### src/rtl/decode_stage_pipe.sv
// Registered MIPS ID stage: decodes one instruction per accepted beat into an
// ID/EX control bundle, with valid/ready handshakes and a one-bubble load-use stall.
module decode_stage_pipe #(
   parameter int ALU_W     = 5,
   parameter bit HAZARD_EN = 1'b1,
   parameter int CNT_W     = 16
) (
   input  logic             clk,
   input  logic             rst_n,
   input  logic             flush,
   input  logic             in_valid,
   output logic             in_ready,
   input  logic [31:0]      instr,
   output logic             out_valid,
   input  logic             out_ready,
   output logic [10:0]      d_ctrl,
   output logic [ALU_W-1:0] d_alucode,
   output logic [4:0]       d_rs,
   output logic [4:0]       d_rt,
   output logic [4:0]       d_rd,
   output logic [4:0]       d_shamt,
   output logic [15:0]      d_imm,
   output logic [CNT_W-1:0] stall_cnt
);

   logic [5:0] op;
   logic [5:0] fn;
   logic [4:0] rs_f;
   logic [4:0] rt_f;

   assign op   = instr[31:26];
   assign fn   = instr[5:0];
   assign rs_f = instr[25:21];
   assign rt_f = instr[20:16];

   logic       br, jr, jmp, rdst, src_b, src_a;
   logic       m2r, mrd, mwr, rwr, ill;
   logic [4:0] alu;
   logic       use_rs, use_rt;

   always_comb begin
      br     = 1'b0;
      jr     = 1'b0;
      jmp    = 1'b0;
      rdst   = 1'b0;
      src_b  = 1'b0;
      src_a  = 1'b0;
      m2r    = 1'b0;
      mrd    = 1'b0;
      mwr    = 1'b0;
      rwr    = 1'b0;
      ill    = 1'b0;
      alu    = 5'd0;
      use_rs = 1'b1;
      use_rt = 1'b0;
      if (instr == 32'h0) begin
         use_rs = 1'b0;
      end else begin
         unique case (op)
            6'h00: begin
               use_rt = 1'b1;
               rdst   = 1'b1;
               rwr    = 1'b1;
               unique case (fn)
                  6'h20, 6'h21: alu = 5'd0;
                  6'h22, 6'h23: alu = 5'd5;
                  6'h24: alu = 5'd1;
                  6'h25: alu = 5'd3;
                  6'h26: alu = 5'd2;
                  6'h27: alu = 5'd4;
                  6'h2a: alu = 5'd19;
                  6'h2b: alu = 5'd20;
                  6'h04: alu = 5'd16;
                  6'h06: alu = 5'd17;
                  6'h07: alu = 5'd18;
                  6'h00: begin
                     alu = 5'd16; src_a = 1'b1; use_rs = 1'b0;
                  end
                  6'h02: begin
                     alu = 5'd17; src_a = 1'b1; use_rs = 1'b0;
                  end
                  6'h03: begin
                     alu = 5'd18; src_a = 1'b1; use_rs = 1'b0;
                  end
                  6'h08: begin
                     alu = 5'd9; jr = 1'b1; rdst = 1'b0; rwr = 1'b0;
                  end
                  default: begin
                     ill = 1'b1; rdst = 1'b0; rwr = 1'b0;
                  end
               endcase
            end
            6'h01: begin
               unique case (rt_f)
                  5'd1: begin alu = 5'd12; br = 1'b1; end
                  5'd0: begin alu = 5'd15; br = 1'b1; end
                  default: ill = 1'b1;
               endcase
            end
            6'h02: begin jmp = 1'b1; use_rs = 1'b0; end
            6'h04: begin alu = 5'd10; br = 1'b1; use_rt = 1'b1; end
            6'h05: begin alu = 5'd11; br = 1'b1; use_rt = 1'b1; end
            6'h06: begin
               if (rt_f == 5'd0) begin alu = 5'd14; br = 1'b1; end
               else ill = 1'b1;
            end
            6'h07: begin
               if (rt_f == 5'd0) begin alu = 5'd13; br = 1'b1; end
               else ill = 1'b1;
            end
            6'h08, 6'h09: begin src_b = 1'b1; rwr = 1'b1; end
            6'h0a: begin alu = 5'd19; src_b = 1'b1; rwr = 1'b1; end
            6'h0b: begin alu = 5'd20; src_b = 1'b1; rwr = 1'b1; end
            6'h0c: begin alu = 5'd6; src_b = 1'b1; rwr = 1'b1; end
            6'h0d: begin alu = 5'd8; src_b = 1'b1; rwr = 1'b1; end
            6'h0e: begin alu = 5'd7; src_b = 1'b1; rwr = 1'b1; end
            6'h23: begin
               src_b = 1'b1; m2r = 1'b1; mrd = 1'b1; rwr = 1'b1;
            end
            6'h2b: begin src_b = 1'b1; mwr = 1'b1; use_rt = 1'b1; end
            default: ill = 1'b1;
         endcase
      end
   end

   logic [10:0] ctrl_n;
   assign ctrl_n = {br, jr, jmp, rdst, src_b, src_a, m2r, mrd, mwr, rwr, ill};

   // held load whose destination is a source of the incoming instruction
   logic hazard;
   assign hazard = HAZARD_EN && out_valid && d_ctrl[3]
                   && (d_rt != 5'd0) && in_valid
                   && ((use_rs && rs_f == d_rt) || (use_rt && rt_f == d_rt));

   assign in_ready = !flush && !hazard && (!out_valid || out_ready);

   always_ff @(posedge clk or negedge rst_n) begin
      if (!rst_n) begin
         out_valid <= 1'b0;
         d_ctrl    <= '0;
         d_alucode <= '0;
         d_rs      <= '0;
         d_rt      <= '0;
         d_rd      <= '0;
         d_shamt   <= '0;
         d_imm     <= '0;
         stall_cnt <= '0;
      end else if (flush) begin
         out_valid <= 1'b0;
      end else if (in_valid && in_ready) begin
         out_valid <= 1'b1;
         d_ctrl    <= ctrl_n;
         d_alucode <= ALU_W'(alu);
         d_rs      <= rs_f;
         d_rt      <= rt_f;
         d_rd      <= instr[15:11];
         d_shamt   <= instr[10:6];
         d_imm     <= instr[15:0];
      end else if (out_ready) begin
         out_valid <= 1'b0;
         if (hazard && stall_cnt != '1)
            stall_cnt <= stall_cnt + CNT_W'(1);
      end
   end

endmodule

### config.mk
export PLATFORM = sky130hd
export DESIGN_NAME = decode_stage_pipe
export DESIGN_NICKNAME = d
export VERILOG_FILES = /design/src/rtl/decode_stage_pipe.sv
export SDC_FILE = /design/constraint.sdc
export NUM_CORES = 1
export LEC_CHECK = 0
export BUFFER_PORTS_ARGS = -buffer_cell sky130_fd_sc_hd__buf_4
export CORE_MARGIN = 2
export CORE_UTILIZATION = 47
export CTS_CLUSTER_SIZE = 24
export DETAILED_ROUTE_END_ITERATION = 8
export PLACE_DENSITY_LB_ADDON = 0.25
export SLEW_MARGIN = 20
export SYNTH_ARGS = -nofsm -noshare
export SYNTH_HDL_FRONTEND = slang
export SYNTH_SLANG_ARGS = --single-unit
### constraint.sdc
create_clock -name clk -period 5.6 [get_ports clk]
set_input_delay 1.12 -clock clk [delete_from_list [all_inputs] [get_ports clk]]
set_output_delay 1.12 -clock clk [all_outputs]
set_load 0.05 [all_outputs]
# ---- Word level (Yosys, flattened, before mapping)
# Cells that the tools add are included.
dict set report classes {
  n_eq_ne 35
  mux 42
  add_sub_neg 1
  n_reduce_logical 37
  bitwise_logic 2
}
# cell n
set op_table {}
lappend op_table {{$pmux 5 s11} 2}
lappend op_table {{$eq 6x6->1 const B} 12}
lappend op_table {{$eq 6x4->1 const B} 8}
lappend op_table {{$eq 6x3->1 const B} 7}
lappend op_table {{$logic_not 32->1} 1}
lappend op_table {{$mux 1} 32}
lappend op_table {{$eq 6x2->1 const B} 3}
lappend op_table {{$reduce_or 17->1} 1}
lappend op_table {{$add 16x1->16 const B} 1}
lappend op_table {{$ne 16x16->1 const B} 1}
lappend op_table {{$reduce_or 16->1} 1}
lappend op_table {{$reduce_or 2->1} 7}
lappend op_table {{$logic_not 6->1} 2}
lappend op_table {{$reduce_or 12->1} 1}
lappend op_table {{$eq 5x5->1} 2}
lappend op_table {{$logic_and 1x1->1} 10}
lappend op_table {{$reduce_or 9->1} 1}
lappend op_table {{$mux 4} 2}
lappend op_table {{$pmux 4 s2} 1}
lappend op_table {{$reduce_or 8->1} 1}
lappend op_table {{$eq 6x1->1 const B} 1}
lappend op_table {{$eq 5x1->1 const B} 1}
lappend op_table {{$logic_not 5->1} 1}
lappend op_table {{$mux 5} 1}
lappend op_table {{12 further kinds} 17}
dict set report word_totals {
  inputBits 37
  reg_bits 69
  wordCells 126
  output_inout_bits 70
}

# ---- Logic depth before layout (Yosys ltp)
# Gate-level depths: netlist of the first run.
dict set report logic_depth {
  depth_word 14
  depth_mapped 9
}

# ---- Worst setup path after synthesis of the first run
# No wires, ideal clock.
dict set report synth_timing {
  path_type {input to output}
  from {input instr[30]}
  to {output in_ready}
  path_slack_ps 1766
  required_time_ps 4480
  path_buffers 2
  arrival_ps 2714
  stages 7
  cell_sequence {buf_4 -> nor3_2 -> nand3_1 -> nor2_1 -> o32a_2 -> clkbuf_1 -> and2_1}
}
dict set report synth_between {
  elab_chain_cells 10
  elab_cells_between_ends 18
  cone_classes {4 x eq/ne; 4 x mux; 10 x reduce/logical}
}
# element line
set synth_lines {}
lappend synth_lines {{from (decl)} 13} ;# input logic [31:0] instr,
lappend synth_lines {{$eq 6x6->1 (tied with other cells)} 59} ;# unique case (op)
lappend synth_lines {{$reduce_or 4->1 (no source line)} n/a}
lappend synth_lines {{$mux 1} 59}
lappend synth_lines {{$mux 1} 56} ;# if (instr == 32'h0) begin
lappend synth_lines {{$logic_and 1x1->1} 133} ;# && ((use_rs && rs_f == d_rt) || (use_rt && rt_f == d_rt));
lappend synth_lines {{$logic_or 1x1->1 *} 133}
lappend synth_lines {{$logic_and 1x1->1 *} 133}
lappend synth_lines {{$logic_not 1->1 *} 135} ;# assign in_ready = !flush && !hazard && (!out_valid || out_ready);
lappend synth_lines {{$logic_and 1x1->1 * (2 in series)} 135}
lappend synth_lines {{to (decl)} 12} ;# output logic in_ready,
# Every way passes the cells marked *; elsewhere a longest branch is shown, timed or not.

# ---- Final worst setup path of the first run
dict set report layout_timing {
  from {input instr[26]}
  to {output in_ready}
}
# The elaborated chain is that of the path after synthesis.

==> impl_metrics.tcl, run 1 <==
set metrics [dict create \
    status "complete, no violations" \
    antenna_found_initial 0 \
    path_max_fanout 17 \
    synth_edf_count 0 \
    drive_gt1_frac 0.407 \
    synth_fp_nets 353 \
    die_h_um 89.2 \
    synth.most_common_cell "dfrtp_1" \
    hold_violations 0 \
    num_rows 31 \
    dp_hpwl_um 5550 \
    setup.worst_path.class "in2out" \
    clock-sinks 58 \
    tns_ns 0 \
    synth_top_area_cell "dfrtp_1" \
    fin_worst_skew_ns 0.00871 \
    endpoint_kind "output port" \
    track_usage 0.196 \
    leakage_nw 2.11 \
    wirelength_um 7590 \
    dieArea_sq_um 7960 \
    ios 107 \
    yosys-top-cells-count "dfrtp_1, mux2_4, nor2_1" \
    gp_congestion 0.838 \
    cts_buffers 9 \
    coreArea_sq_um 7140 \
    start_util 0.478 \
    drt-wirelength-per-cell_um 14.9 \
    clkSlewWorstSetupHoldPaths_ns 0.06 \
    drc 0 \
    ys_types 52 \
    p_per_area_nw_per_um2 305 \
    path_cells "buf_4 -> nor3_2 -> nand3_1 -> nor2_1 -> o32a_2 -> and2_1 -> buf_4" \
    required_ns 4.48 \
    grt_pass1_wl_um 12000 \
    grt_overflow 0 \
    nFillCells 640 \
    synth_top_area_frac 0.425 \
    crit_family "simple AND/OR/NAND/NOR gates" \
    dr.pass1.iters 4 \
    postCtsHoldBufs 0 \
    finalCritPeriodShare 0.683 \
    numPortBuffers 106 \
    cts_buffer_depth 2 \
    layout.nets 443 \
    period_needed_ns 3.83 \
    met2_length_um 3280 \
    multi_input_area_sq_um 1700 \
    fmax_mhz 261 \
    wl_met1_um 3570 \
    htree_levels 3 \
    syn_area_sq_um 3410 \
    synth.area.top_cells "dfrtp_1, mux2_4, xor2_1, nor2_1, buf_4" \
    synth_flop_cell "dfrtp_1" \
    slew_headroom 0.453 \
    ir_worst_vdd_uv 134 \
    max-cap-violations 0 \
    cts_root_buf "clkbuf_8" \
    cts_resized 0 \
    arrival_ns 2.71 \
    startpoint_type "input pin" \
    rsz0062_at_grt "no" \
    grt_max_degree 59 \
    hold_class "reg2reg" \
    die_w_um 89.2 \
    routed.top_layer "met4" \
    async_flop_share 1.00 \
    timing.critical_path.mode_cell "buf_4" \
    drt-initial-drc-count 133 \
    insertion_delay_ns 0.33 \
    ys_seq_area_frac 0.425 \
    path_buf_inv 2 \
    insertedDiodeCount 0 \
    syn_avg_cell_area_sq_um 10.8 \
    vias 2676 \
    cpPeakStageDelay_ns 0.37 \
    synth_cells 315 \
    wl_met3_um 624 \
    setup_viol 0 \
    ys_ff_latch 58 \
    cpMaxStageDelayCell "o32a_2" \
    regArea_sq_um 1450 \
    ant_nets 0 \
    grt_pass1_vias 2495 \
    drv_slew 0 \
    cts_tree "built" \
    area_growth_pct 26.5 \
    tightest_slew_ns 0.821 \
    cts_setup_buffers 0 \
    hold_slack_ns 0.494 \
    viasPerCell 5.26 \
    synth_warnings 0 \
]
==> layout make-up <==
cell class / instances / area share
clock buffer: 14 / 0.0377
multi-input combinational: 218 / 0.394
tap: 99 / 0.0287
inverter: 11 / 0.00956
clock inverter: 2 / 0.00811
sequential: 58 / 0.336
timing repair buffer: 107 / 0.186
==> cell usage in the layout, fill, tap and decap left out, types with 9 or more instances in the layout <==
cell type / count
inv_1: 11
o21ai_0: 9
mux2_4: 38
buf_4: 107
nand3_1: 12
dfrtp_1: 58
nand2_1: 17
nor3_1: 13
xnor2_1: 10
clkbuf_8: 11
xor2_1: 15
nor2_1: 29
==> worst register-to-register path: cells and delay by family, from the launching register on <==
family	cells	cell delay, ns
buffers and inverters	1	0.42
AND/OR/NAND/NOR	2	1.01
AO/OA/AOI/OAI	3	0.52
flip-flops	1	0.46
multiplexers	1	0.34
==> kinds of logic (layout without fill, tap and decap cells) <==
| kind of cell | Yosys count | count (layout) | share of synthesized area |
|---|---|---|---|
| AO/OA/AOI/OAI | 37 | 37 | 0.0759 |
| buffers and inverters | 39 | 134 | 0.0788 |
| AND/OR/NAND/NOR | 111 | 111 | 0.166 |
| multiplexers | 43 | 43 | 0.183 |
| XOR/XNOR | 25 | 25 | 0.0641 |
| flip-flops | 58 | 58 | 0.425 |
| adder cells (fa/ha/maj) | 2 | 2 | 0.00660 |
==> where the power goes <==
group / total [mW] / internal, mW / switching, mW
Sequential: 0.493 / 0.458 / 0.0346
Combinational: 0.436 / 0.160 / 0.276
Clock: 0.386 / 0.230 / 0.156
Total: 1.31 / 0.848 / 0.467
==> path summary, 6_finish.rpt <==
check / from / endpoint / slack [ns] / cells past startpoint
max: instr[26] / in_ready / 1.77 / 7
min: stall_cnt[13]$_DFFE_PN0P_ / stall_cnt[13]$_DFFE_PN0P_ / 0.49 / 1
max reg2reg: d_rt[0]$_DFFE_PN0P_ / d_rd[4]$_DFFE_PN0P_ / 2.75 / 7
min reg2reg: stall_cnt[13]$_DFFE_PN0P_ / stall_cnt[13]$_DFFE_PN0P_ / 0.49 / 1
max in group asynchronous: rst_n / out_valid$_DFFE_PN0P_ / 4.27 / 1
min in group asynchronous: rst_n / d_shamt[3]$_DFFE_PN0P_ / 0.85 / 1
==> per-layer routing <==
layer / vias up / GRT usage
met2: 105 / 0.281
met4: 0 / 0.0692
met1: 1268 / 0.279
li1: 1290 / -
met3: 13 / 0.0628
met5: - / 0
==> stage by stage <==
stage / cells / util / worst slack [ns] / area, sq um / power (mW)
after floorplan: 315 / - / 1.77 / 3410 / 0.822
after global placement: 493 / 0.576 / 1.68 / 4110 / 0.933
after detailed placement: 493 / 0.576 / 1.59 / 4110 / 0.937
after CTS: 509 / 0.604 / 1.79 / 4310 / 1.33
after global routing: 509 / 0.605 / 1.64 / 4320 / 1.37
final: 509 / 0.605 / 1.77 / 4320 / 1.31
==> flip-flops by register name, indices dropped and copies added (netlist names) <==
register   count
stall_cnt     16
d_alucode      5
d_ctrl        10
out_valid      1
d_shamt        4
d_rs           5
d_rd           5
d_rt           5
d_imm          7
Note: power is estimated with default switching activity, not from simulation.
==> inputs of run 2 (changes only) <==
Clock period 5.6 ns to 3.81 ns, I/O delays scaled along.
==> run 2 against run 1 <==
  * Design area increased by 0.35%
  * Core utilization up 0.21 points
  * Routed wire length grew 5.5%
  * Total power grew 48%
  * Clock skew is 0.0021 ns lower
==> impl_metrics.tcl, run 2 (same netlist as run 1, synthesis figures left out) <==
set metrics [dict create \
    status "complete, no violations" \
    cts_root_buf "clkbuf_8" \
    hold_slack_ns 0.478 \
    htree_levels 3 \
    top_register "stall_cnt" \
    cts_buffers 9 \
    layout_common_cells "buf_4, dfrtp_1, mux2_4" \
    cpPeakStageDelay_ns 0.38 \
    required_ns 3.05 \
    dr.pass1.iters 4 \
    layout.nets 445 \
    grt_pass1_wl_um 12300 \
    finalCritPeriodShare 0.821 \
    postCtsHoldBufs 0 \
    cts_resized 0 \
    endpoint_kind "output port" \
    grt_pass1_vias 2547 \
    grt_max_degree 59 \
    hold_violations 0 \
    num_rows 31 \
    grt_overflow 0 \
    tightest_slew_ns 0.729 \
    max-cap-violations 0 \
    cts_setup_buffers 0 \
    vias 2709 \
    mostFrequentLayoutCell "buf_4" \
    drc 0 \
    path_max_fanout 17 \
    viasPerCell 5.31 \
    start_util 0.478 \
    hold_class "in2async" \
    rsz0062_at_grt "no" \
    fin_ws_ns 0.683 \
    cpMaxStageDelayCell "o32a_2" \
    die_w_um 89.2 \
    dp_hpwl_um 5800 \
    setup_viol 0 \
    largest_reg_flops 16 \
    p_per_area_nw_per_um2 451 \
    drive_gt1_frac 0.411 \
    dieArea_sq_um 7960 \
    clock-sinks 58 \
    gp_congestion 0.916 \
    antenna_found_initial 0 \
    ant_nets 0 \
    fin_worst_skew_ns 0.00658 \
    coreArea_sq_um 7140 \
    startpoint_type "input pin" \
    clkSlewWorstSetupHoldPaths_ns 0.06 \
    cts_buffer_depth 2 \
    reg2regPathDepth 7 \
    area_growth_pct 26.9 \
    drt-wirelength-per-cell_um 15.7 \
    cts_tree "built" \
    final_util 0.607 \
    drv_slew 0 \
    track_usage 0.201 \
    fmax_mhz 320 \
    numPortBuffers 106 \
    slew_headroom 0.514 \
    setup.worst_path.class "in2out" \
    tns_ns 0 \
    ir_worst_vdd_uv 260 \
    die_h_um 89.2 \
    wirelength_um 8010 \
    path_cells "buf_4 -> nor3_2 -> nand3_1 -> nor2_1 -> o32a_2 -> and2_1 -> buf_4" \
    ios 107 \
    leakage_nw 2.13 \
    insertion_delay_ns 0.33 \
    timing.critical_path.mode_cell "buf_4" \
    top_regs "stall_cnt (16), d_ctrl (10), d_imm (7)" \
    period_needed_ns 3.13 \
    insertedDiodeCount 0 \
    drt-initial-drc-count 179 \
    post-place-ws_ns 0.703 \
    arrival_ns 2.36 \
]
-- run 2: cell count changes in the layout (fill, tap and decap cells not counted) --
cell / change
a311oi_1: +1
a311oi_2: -1
buf_4: +2
clkbuf_1: -2
clkbuf_8: +1
-- run 2: area by class of cell --
type	instances	area, sq um
Fill cell	636	2800
Tap cell	99	124
Inverter	11	41.3
Clock buffer	13	169
Sequential cell	58	1450
Timing Repair Buffer	109	818
Clock inverter	2	35.0
Multi-Input combinational cell	218	1690
-- run 2: critical path: cells and delay by family --
family | cells | cell delay, ns
buffers and inverters | 2 | 0.34
AND/OR/NAND/NOR | 4 | 0.87
AO/OA/AOI/OAI | 1 | 0.38
-- run 2: final timing paths --
kind	start	end	slack, ns
worst max-delay path	instr[26]	in_ready	0.68
worst min-delay path	rst_n	d_imm[10]$_DFFE_PN0P_	0.48
worst max register to register	d_rt[1]$_DFFE_PN0P_	d_imm[10]$_DFFE_PN0P_	1.37
worst min register to register	stall_cnt[4]$_DFFE_PN0P_	stall_cnt[4]$_DFFE_PN0P_	0.50
max in group asynchronous	rst_n	d_imm[3]$_DFFE_PN0P_	2.83
min in group clk	stall_cnt[4]$_DFFE_PN0P_	stall_cnt[4]$_DFFE_PN0P_	0.50
-- run 2: stage by stage --
stage | cells | instance area (sq um) | power, mW
3_3_place_gp | 495 | 4130 | 1.37
4_1_cts | 510 | 4330 | 1.97
3_5_place_dp | 495 | 4130 | 1.38
2_1_floorplan | 315 | 3410 | 1.21
5_1_grt | 510 | 4330 | 2.04
6_report | 510 | 4330 | 1.95
-- run 2: power breakdown --
part | leakage, nW | internal [mW] | switching, mW | total (mW)
combinational | 1.29 | 0.236 | 0.408 | 0.644
clock | 0.106 | 0.351 | 0.231 | 0.583
sequential | 0.735 | 0.674 | 0.0517 | 0.725
-- run 2: layer usage --
metal,track usage,vias to the layer above,wire length [um]
met5,0,-,0
met4,0.0651,0,42
met3,0.0572,6,639
met2,0.305,102,3670
met1,0.278,1314,3660
li1,-,1287,-
==> inputs of run 3 (changes only) <==
Settings changed: ABC_AREA from default to 1.
Clock period 3.81 ns to 2.6 ns, I/O delays scaled along.
==> run 3 against run 2 <==
  * Sequential cell count did not move
  * Clock skew barely moved
  * Die area rose by 3.6%
  * Sequential power rose by 43%
  * Register-to-register slack got worse by 0.99 ns
  * Critical path type unchanged
  * Critical endpoint unchanged
  * Largest cell class unchanged
==> impl_metrics.tcl, run 3 <==
set metrics [dict create \
    numPortBuffers 106 \
    rsz0062_at_grt "no" \
    syn_avg_cell_area_sq_um 6.96 \
    die_h_um 90.8 \
    endpoint_kind "output port" \
    synth_fp_nets 547 \
    vias 3548 \
    arrival_ns 1.88 \
    antenna_found_initial 0 \
    mostFrequentLayoutCell "nand2_1" \
    synth_top_area_frac 0.410 \
    cts_resized 0 \
    path_cells "buf_4 -> inv_1 -> nand2_2 -> nor2_1 -> nand2_1 -> nor2_1 -> nand2_1 -> nand3_1 -> nand2_4 -> a21boi_4 -> buf_6" \
    grt_pass1_wl_um 15400 \
    period_needed_ns 2.40 \
    clkSlewWorstSetupHoldPaths_ns 0.07 \
    drt-initial-drc-count 175 \
    cts_tree "built" \
    hold_class "in2async" \
    synth_cells 509 \
    placed_cells 700 \
    leakage_nw 2.48 \
    finalNonFillerCells 716 \
    ys_ff_latch 58 \
    p_per_area_nw_per_um2 568 \
    hold_slack_ns 0.243 \
    finalCritPeriodShare 0.923 \
    drv_slew 0 \
    ys_seq_area_frac 0.410 \
    drt-wirelength-per-cell_um 12.8 \
    max-cap-violations 0 \
    viasPerCell 4.96 \
    tightest_slew_ns 0.767 \
    async_flop_share 1.00 \
    dp_hpwl_um 7010 \
    layout_common_cells "nand2_1, buf_4, inv_1" \
    fin_worst_skew_ns 0.00653 \
    postCtsHoldBufs 0 \
    synth_warnings 0 \
    synth_flop_cell "dfrtp_1" \
    sequentialPowerShare 0.400 \
    tns_ns 0 \
    insertion_delay_ns 0.33 \
    setup.worst_path.class "in2out" \
    ios 107 \
    clkPwrFrac 0.283 \
    yosys-top-cells-count "nand2_1, inv_1, dfrtp_1" \
    grt_overflow 0 \
    regArea_sq_um 1450 \
    start_util 0.486 \
    area_growth_pct 29.0 \
    gp_congestion 0.878 \
    grt_max_degree 59 \
    synth_edf_count 0 \
    hold_violations 0 \
    wirelength_um 9160 \
    cpPeakStageDelay_ns 0.18 \
    startpoint_type "input pin" \
    cts_buffers 9 \
    slew_headroom 0.489 \
    ys_types 34 \
    largest_reg_flops 16 \
    num_rows 31 \
    cpMaxStageDelayCell "a21boi_4" \
    switching_share 0.387 \
    ir_worst_vdd_uv 231 \
    coreArea_sq_um 7290 \
    insertedDiodeCount 0 \
    multi_input_area_sq_um 1660 \
    ant_nets 0 \
    layout.nets 650 \
    fmax_mhz 417 \
    setup_viol 0 \
    die_w_um 90.8 \
    dr.pass1.iters 5 \
    combPwrFrac 0.317 \
    drive_gt1_frac 0.253 \
    syn_area_sq_um 3540 \
    cts_setup_buffers 0 \
    dieArea_sq_um 8240 \
    clock-sinks 58 \
    status "complete, no violations" \
    track_usage 0.228 \
    required_ns 2.08 \
    htree_levels 3 \
    grt_pass1_vias 3271 \
    path_max_fanout 5 \
    drc 0 \
    finalPower_mw 2.59 \
    internal_power_mw 1.59 \
    cts_root_buf "clkbuf_8" \
    synth.most_common_cell "nand2_1" \
    top_regs "stall_cnt (16), d_ctrl (10), d_imm (7)" \
    top_register "stall_cnt" \
    synth_top_area_cell "dfrtp_1" \
    cts_buffer_depth 2 \
    netSwitchingPower_mw 1.01 \
    synth.area.top_cells "dfrtp_1, nand2_1, inv_1, nor2_1, o21ai_0" \
    nFillCells 699 \
]
## run 3: worst paths after layout
check	from	endpoint	slack, ns	cells after the start
max in group asynchronous	rst_n	d_rs[0]$_DFFE_PN0P_	1.83	1
min in group clk	instr[13]	d_rd[2]$_DFFE_PN0P_	0.45	3
min reg2reg	d_ctrl[0]$_DFFE_PN0P_	d_ctrl[0]$_DFFE_PN0P_	0.49	2
max	instr[29]	in_ready	0.20	11
min	rst_n	d_shamt[2]$_DFFE_PN0P_	0.24	1
max reg2reg	stall_cnt[0]$_DFFE_PN0P_	stall_cnt[12]$_DFFE_PN0P_	0.38	9
## run 3: final cells by class
| type | count | share of cell area |
|---|---|---|
| Clock buffer | 11 | 0.0310 |
| Clock inverter | 5 | 0.00658 |
| Inverter | 76 | 0.0625 |
| Multi-Input combinational cell | 353 | 0.364 |
| Sequential cell | 58 | 0.318 |
| Tap cell | 99 | 0.0271 |
| Timing Repair Buffer | 114 | 0.191 |
## run 3: layer usage
| layer | part of all wire | track usage | wire (um) |
|---|---|---|---|
| met5 | 0 | 0 | 0 |
| met4 | 0.018 | 0.0732 | 167 |
| met3 | 0.041 | 0.0401 | 373 |
| met2 | 0.49 | 0.378 | 4480 |
| met1 | 0.45 | 0.304 | 4140 |
## run 3: worst max-delay path, delay by kind of cell
| kind | cells | cell delay (ns) |
|---|---|---|
| simple gates | 7 | 0.79 |
| buf+inv | 3 | 0.39 |
| compound gates | 1 | 0.18 |
## run 3: through the flow
step / util / instance area [sq um] / setup slack, ns
6_report: 0.626 / 4570 / 0.200
5_1_grt: 0.626 / 4570 / 0.0362
4_1_cts: 0.625 / 4560 / 0.139
3_5_place_dp: 0.601 / 4380 / 0.149
3_3_place_gp: 0.601 / 4380 / 0.211
2_1_floorplan: - / 3540 / 0.258
## run 3: kinds of logic after synthesis
kind of cell               after synthesis  share of synthesized area
adders and majority gates                1                    0.00353
DFF                                     58                      0.410
buffers and inverters                   98                      0.124
and+or+nand+nor                        283                      0.351
xor gates and xnor gates                 5                     0.0124
AOI/OAI and AO/OA                       64                     0.0993
## run 3: power by group through the flow
stage	Sequential [mW]	Combinational (mW)	Clock, mW
after global placement	1.05	0.818	0
after floorplan	1.31	0.313	0
final	1.04	0.821	0.735
after CTS	1.04	0.823	0.751
after detailed placement	1.05	0.822	0
after global routing	1.05	0.872	0.803
